<file path="config.mk">
export PLATFORM = sky130hd
export DESIGN_NAME = alu_mc
export DESIGN_NICKNAME = d
export VERILOG_FILES = /design/src/rtl/alu_pkg.sv /design/src/rtl/alu_core.sv /design/src/rtl/alu_mc.sv
export SDC_FILE = /design/constraint.sdc
export NUM_CORES = 1
export LEC_CHECK = 0
export BUFFER_PORTS_ARGS = -buffer_cell sky130_fd_sc_hd__buf_4
export CORE_MARGIN = 2
export CORE_UTILIZATION = 35
export DETAILED_ROUTE_END_ITERATION = 12
export GPL_ROUTABILITY_DRIVEN = 0
export PLACE_DENSITY = 0.64
export RECOVER_POWER = 25
export SETUP_SLACK_MARGIN = 0.2
export SLEW_MARGIN = 20
export SYNTH_ARGS = -nofsm -noshare
export SYNTH_HDL_FRONTEND = slang
export SYNTH_HIERARCHICAL = 1
export SYNTH_SLANG_ARGS = --single-unit
</file>
<file path="constraint.sdc">
create_clock -name clk_i -period 11.8 [get_ports clk_i]
set_clock_uncertainty 0.2 [all_clocks]
set_input_delay 1.77 -clock clk_i [delete_from_list [all_inputs] [get_ports clk_i]]
set_output_delay 1.77 -clock clk_i [all_outputs]
set_load 0.01 [all_outputs]
</file>
<file path="src/rtl/alu_pkg.sv">
// alu_pkg: opcode constants, FSM state encoding and opcode legality for alu_mc.
package alu_pkg;
  localparam logic [3:0] OP_AND = 4'b0000;
  localparam logic [3:0] OP_OR  = 4'b0001;
  localparam logic [3:0] OP_ADD = 4'b0010;
  localparam logic [3:0] OP_SUB = 4'b0110;
  localparam logic [3:0] OP_SLT = 4'b0111;
  localparam logic [3:0] OP_NOR = 4'b1100;
  localparam logic [3:0] OP_MUL = 4'b1000;

  typedef enum logic [1:0] {S_IDLE, S_EXEC, S_MUL, S_DONE} state_t;

  function automatic logic op_legal(input logic [3:0] op, input logic mul_en);
    return (op inside {OP_AND, OP_OR, OP_ADD, OP_SUB, OP_SLT, OP_NOR}) || (mul_en && op == OP_MUL);
  endfunction
endpackage

</file>
<file path="src/rtl/alu_core.sv">
// alu_core: combinational AND/OR/ADD/SUB/SLT/NOR with signed overflow; unknown opcodes give 0.
module alu_core
  import alu_pkg::*;
#(
  parameter int WIDTH = 32
) (
  input  logic [3:0]       i_op,
  input  logic [WIDTH-1:0] i_a,
  input  logic [WIDTH-1:0] i_b,
  output logic [WIDTH-1:0] o_y,
  output logic             o_ov
);
  logic             w_sub;
  logic             w_ovf;
  logic [WIDTH-1:0] w_b;
  logic [WIDTH:0]   w_sum;
  assign w_sub = (i_op == OP_SUB) || (i_op == OP_SLT);
  assign w_b   = w_sub ? ~i_b : i_b;
  assign w_sum = {1'b0, i_a} + {1'b0, w_b} + {{WIDTH{1'b0}}, w_sub};
  // carry into the MSB is recovered from the MSB sum bit and its two inputs
  assign w_ovf = w_sum[WIDTH] ^ w_sum[WIDTH-1] ^ i_a[WIDTH-1] ^ w_b[WIDTH-1];
  always_comb begin
    o_y  = (i_op == OP_AND) ? (i_a & i_b) :
           (i_op == OP_OR)  ? (i_a | i_b) :
           (i_op == OP_ADD || i_op == OP_SUB) ? w_sum[WIDTH-1:0] :
           (i_op == OP_SLT) ? {{(WIDTH-1){1'b0}}, w_sum[WIDTH-1] ^ w_ovf} :
           (i_op == OP_NOR) ? ~(i_a | i_b) : '0;
    o_ov = (i_op == OP_ADD || i_op == OP_SUB) && w_ovf;
  end
endmodule

</file>
<file path="src/rtl/alu_mc.sv">
// alu_mc: multi-cycle ALU with valid/ready accept, single-cycle logic/arith ops and
// a WIDTH-cycle unsigned shift-add multiplier; results held from DONE until the next accept.
module alu_mc
  import alu_pkg::*;
#(
  parameter int WIDTH  = 32,
  parameter bit MUL_EN = 1
) (
  input  logic             clk_i,
  input  logic             rst_i,
  input  logic             valid_i,
  output logic             ready_o,
  input  logic [3:0]       ctrl_i,
  input  logic [WIDTH-1:0] src1_i,
  input  logic [WIDTH-1:0] src2_i,
  output logic [WIDTH-1:0] result_o,
  output logic [WIDTH-1:0] result_hi_o,
  output logic             zero_o,
  output logic             overflow_o,
  output logic             done_o,
  output logic             illegal_o
);
  localparam int CW = $clog2(WIDTH);

  state_t             r_state, w_next;
  logic [3:0]         r_op;
  logic [WIDTH-1:0]   r_a, r_b, r_res, r_hi;
  logic               r_ov, r_ill;
  logic [CW-1:0]      r_cnt;
  logic [2*WIDTH-1:0] r_p;
  logic               w_acc, w_is_mul, w_last, w_ov;
  logic [WIDTH-1:0]   w_y;
  logic [WIDTH:0]     w_sum;
  logic [2*WIDTH-1:0] w_pnext;

  alu_core #(.WIDTH(WIDTH)) u_core (
    .i_op (r_op),
    .i_a  (r_a),
    .i_b  (r_b),
    .o_y  (w_y),
    .o_ov (w_ov)
  );

  assign ready_o     = (r_state == S_IDLE) || (r_state == S_DONE);
  assign done_o      = (r_state == S_DONE);
  assign result_o    = r_res;
  assign result_hi_o = r_hi;
  assign zero_o      = (r_res == '0);
  assign overflow_o  = r_ov;
  assign illegal_o   = r_ill;
  assign w_acc       = valid_i && ready_o;
  assign w_is_mul    = (ctrl_i == OP_MUL) && MUL_EN;
  assign w_last      = (r_cnt == CW'(WIDTH - 1));
  // r_p = {partial high half, remaining multiplier bits}; shifts right one bit per cycle
  assign w_sum       = {1'b0, r_p[2*WIDTH-1:WIDTH]} + (r_p[0] ? {1'b0, r_a} : '0);
  assign w_pnext     = {w_sum, r_p[WIDTH-1:1]};

  always_comb begin
    w_next = r_state;
    case (r_state)
      S_IDLE, S_DONE: w_next = w_acc ? (w_is_mul ? S_MUL : S_EXEC) : S_IDLE;
      S_EXEC:         w_next = S_DONE;
      S_MUL:          w_next = w_last ? S_DONE : S_MUL;
      default:        w_next = S_IDLE;
    endcase
  end

  always_ff @(posedge clk_i or posedge rst_i) begin
    if (rst_i) begin
      r_state <= S_IDLE;
      r_op    <= '0;
      r_a     <= '0;
      r_b     <= '0;
      r_p     <= '0;
      r_cnt   <= '0;
      r_res   <= '0;
      r_hi    <= '0;
      r_ov    <= 1'b0;
      r_ill   <= 1'b0;
    end else begin
      r_state <= w_next;
      if (w_acc) begin
        r_op  <= ctrl_i;
        r_a   <= src1_i;
        r_b   <= src2_i;
        r_p   <= {{WIDTH{1'b0}}, src2_i};
        r_cnt <= '0;
      end else if (r_state == S_MUL) begin
        r_p   <= w_pnext;
        r_cnt <= r_cnt + 1'b1;
      end
      if (r_state == S_EXEC) begin
        r_res <= w_y;
        r_hi  <= '0;
        r_ov  <= w_ov;
        r_ill <= !op_legal(r_op, MUL_EN);
      end else if (r_state == S_MUL && w_last) begin
        r_res <= w_pnext[WIDTH-1:0];
        r_hi  <= w_pnext[2*WIDTH-1:WIDTH];
        r_ov  <= 1'b0;
        r_ill <= 1'b0;
      end
    end
  end
endmodule

</file>
==> results.yml <==
power:
  power_mw: 4.678
  power_density_nw_per_um2: 299.6
  ir_drop_v: 0.0001259
  p_leak_nw: 7.222
floorplanning:
  core_sq_um: 37670
  fp.dieW_um: 199.4
  die_h_um: 199.4
  start_util_pct: 35.49
  fp.dieArea_sq_um: 39770
  ios: 140
  row_count: 71
worst_setup_path:
  path_buf_inv: 3
  worst-setup-path-type: "in -> async"
  cpMaxStageDelayCell: "clkinvlp_2"
  arrival_ns: 6.44
  reg2reg_to: "result_o[30]$_DFFE_PP0P_"
  path_cells: "clkbuf_4 -> clkinvlp_2 -> buf_4"
  critPathRequiredTime_ns: 12.12
  path_depth: 3
  r2r-start: "r_op[3]$_DFFE_PP0P_"
  start_kind: "input port"
  slowest_delay_ns: 3.36
  end_kind: "asynchronous set/reset pin"
  reg2reg_depth: 14
  worst-path-max-fanout: 137
  cpLargestDelayFamily: "buffers and inverters"
  ff2ff_setup_slack_ns: 7.40
synth:
  yosysWarningCount: 6
  synth_top_area_share_pct: 38.38
  ys_top_cells_by_area: "dfrtp_1 38%, nand2_1 10%, ha_1 6.6%"
  avgSynthCellArea_sq_um: 8.542
  synth_largest_area_cell: "dfrtp_1"
  synthArstFlopShare_pct: 100.0
  synth_mux_area_share_pct: 6.290
  synth_xor_area_share_pct: 5.541
  synth_top_family_by_area: "simple AND/OR/NAND/NOR gates"
  yosys.area_share.adder_pct: 7.825
  synthSimpleGateAreaFrac_pct: 20.66
  synth_seq_cells: 205
  synth_compound_area_share_pct: 17.99
  yosysSeqAreaShare_pct: 38.38
  synth_edf_count: 0
  ys_types: 73
  synthCells: 1565
  yosys_most_used_dff: "dfrtp_1"
  synth_area_sq_um: 13370
  synth_fp_nets: 1708
timing:
  fin_setup_tns_ns: 0
  finalCritPeriodShare_pct: 51.80
  slew_headroom_pct: -306.2
  setup_viol: 0
  holdWs_ns: 0.3182
  final_hold_viol_count: 0
  fmax_mhz: 163.6
  drv_slew: 174
  rsz0062_at_grt: "no"
  period_needed_ns: 6.112
  worst_pin_slew_ns: 6.060
outcome:
  status: "complete, but fails checks"
  violations: "capacitance limit, slew limit"
place:
  port_buffers: 139
  dp_hpwl_um: 27310
  dpl.cell_count: 2137
clock_network:
  numCtsBuffers: 24
  post_cts_buffers: 0
  clock-sinks: 205
  cts_hold_buf: 0
  cts_resized: 0
  ctsRootBufferMaster: "clkbuf_16"
  insertion_delay_ns: 0.53
  clk_pin_slew_worst_paths_ns: 0.06
  htree_levels: 1
  cts_tree: "yes"
  clockBufferDepth: 3
cells_and_area:
  nets: 1795
  drive_gt1_share_pct: 13.07
  layout.cells.non_filler: 2180
  final_common_cell: "nand2_1"
  fin_util_pct: 41.45
  num-fill-cells: 3818
  syn_to_final_growth_pct: 16.80
  mostFrequentLayoutCells: "356 x nand2_1, 205 x dfrtp_1, 149 x buf_4, 140 x o21ai_0, 84 x mux2i_1"
detailed_routing:
  wl_um: 38180
  drtIter0Drc: 791
  antenna_left: 0
  via_count: 11719
  wl_per_cell_um: 17.51
  drc: 0
  drtPass1Iterations: 7
  avgViaCountPerCell: 5.376
grt:
  grt_overflow: 0
  antenna_found_initial: 0
  grt_use_total_pct: 18.92
  grt_pass1_vias: 11083
  grt_max_degree: 138
  grt_first_pass_wirelength_um: 60110
worst_hold_path:
  worstHoldPathType: "reg -> reg"
  holdCritStartpoint: "result_hi_o[1]$_DFFE_PP0P_"
  min_to: "result_hi_o[1]$_DFFE_PP0P_"
  hold_depth: 2
flow_run:
  drv_cap: 2
-- per-stage QoR --
stage                     cell area [sq um]  worst slack [ns]
after floorplan                       13370             4.234
after global placement                14850             7.496
after detailed placement              14850             7.408
after CTS                             15630             7.382
after global routing                  15610             4.729
final                                 15610             5.688
-- cell type report --
class | count | area, sq um | share of cell area [%]
Multi-Input combinational cell | 1243 | 7823 | 50.10
Sequential cell | 205 | 5130 | 32.86
Timing Repair Buffer | 151 | 1137 | 7.284
Clock buffer | 35 | 733.2 | 4.696
Tap cell | 511 | 639.4 | 4.095
Inverter | 27 | 102.6 | 0.6571
Clock inverter | 7 | 46.29 | 0.2965
Antenna cell | 1 | 2.502 | 0.01603
-- worst max path at each step --
| stage | from | to | slack, ns |
|---|---|---|---|
| after floorplan | rst_i | illegal_o$_DFFE_PP0P_ | 4.23 |
| after global placement | r_op[3]$_DFFE_PP0P_ | result_o[30]$_DFFE_PP0P_ | 7.50 |
| after detailed placement | r_op[3]$_DFFE_PP0P_ | result_o[30]$_DFFE_PP0P_ | 7.41 |
| after CTS | r_op[3]$_DFFE_PP0P_ | result_o[30]$_DFFE_PP0P_ | 7.38 |
| after global routing | rst_i | r_a[28]$_DFFE_PP0P_ | 4.73 |
| final | rst_i | r_a[21]$_DFFE_PP0P_ | 5.69 |
-- tightest hold or removal path: stages (launching register included) --
cell,delay [ns]
dfrtp_1,0.35
a21oi_1,0.06
nor2_1,0.07
-- kinds of logic (layout without fill, tap and decap cells) --
logic type               Yosys count  count (layout)
multiplexers                      84              84
buffers and inverters            117             220
AND/OR/NAND/NOR                  614             614
AO/OA/AOI/OAI                    377             377
XOR/XNOR                          83              83
flip-flops                       205             205
other                              0               1
adder cells (fa/ha/maj)           85              85
-- flip-flops by register name, summed over array words and instances (netlist names) --
register     count
r_b             32
r_p             64
result_hi_o     32
r_cnt            5
r_a             32
overflow_o       1
r_state          2
r_op             4
result_o        32
illegal_o        1
-- cells in the mapped netlist, drive strengths merged (3+ instances only) --
library cell / count
and2: 41
or3: 5
nor2b: 9
or4: 3
nand3b: 22
o21ai: 151
nand2b: 8
a221oi: 3
nor2: 70
a21oi: 72
dfrtp: 205
mux2i: 84
and3: 8
a31o: 5
a41oi: 3
nor3: 37
a21o: 25
o41ai: 3
a2111oi: 3
maj3: 13
clkbuf: 76
a31oi: 29
a21boi: 9
o21bai: 3
ha: 70
inv: 27
nor4: 13
nand4: 8
nand4b: 4
xor2: 24
o211ai: 6
xnor2: 58
nand2: 357
o31ai: 3
a211oi: 27
nand3: 19
o21a: 7
buf: 14
a221o: 12
-- report_power, final --
group | internal, mW | total [mW] | switching, mW
registers | 0.964 | 1.31 | 0.347
clock network | 0.429 | 0.727 | 0.298
logic | 1.10 | 2.64 | 1.54
-- routing by layer --
| metal | track usage (%) | share of wire (%) | wire, um | vias to the layer above |
|---|---|---|---|---|
| met5 | 0 | 0 | 0 | - |
| met3 | 2.008 | 5.0 | 1898 | 55 |
| met1 | 26.23 | 46 | 17460 | 5686 |
| met4 | 4.774 | 2.4 | 927 | 0 |
| li1 | - | - | - | 5684 |
| met2 | 31.55 | 47 | 17890 | 294 |
Note: power is estimated with default switching activity, not from simulation.
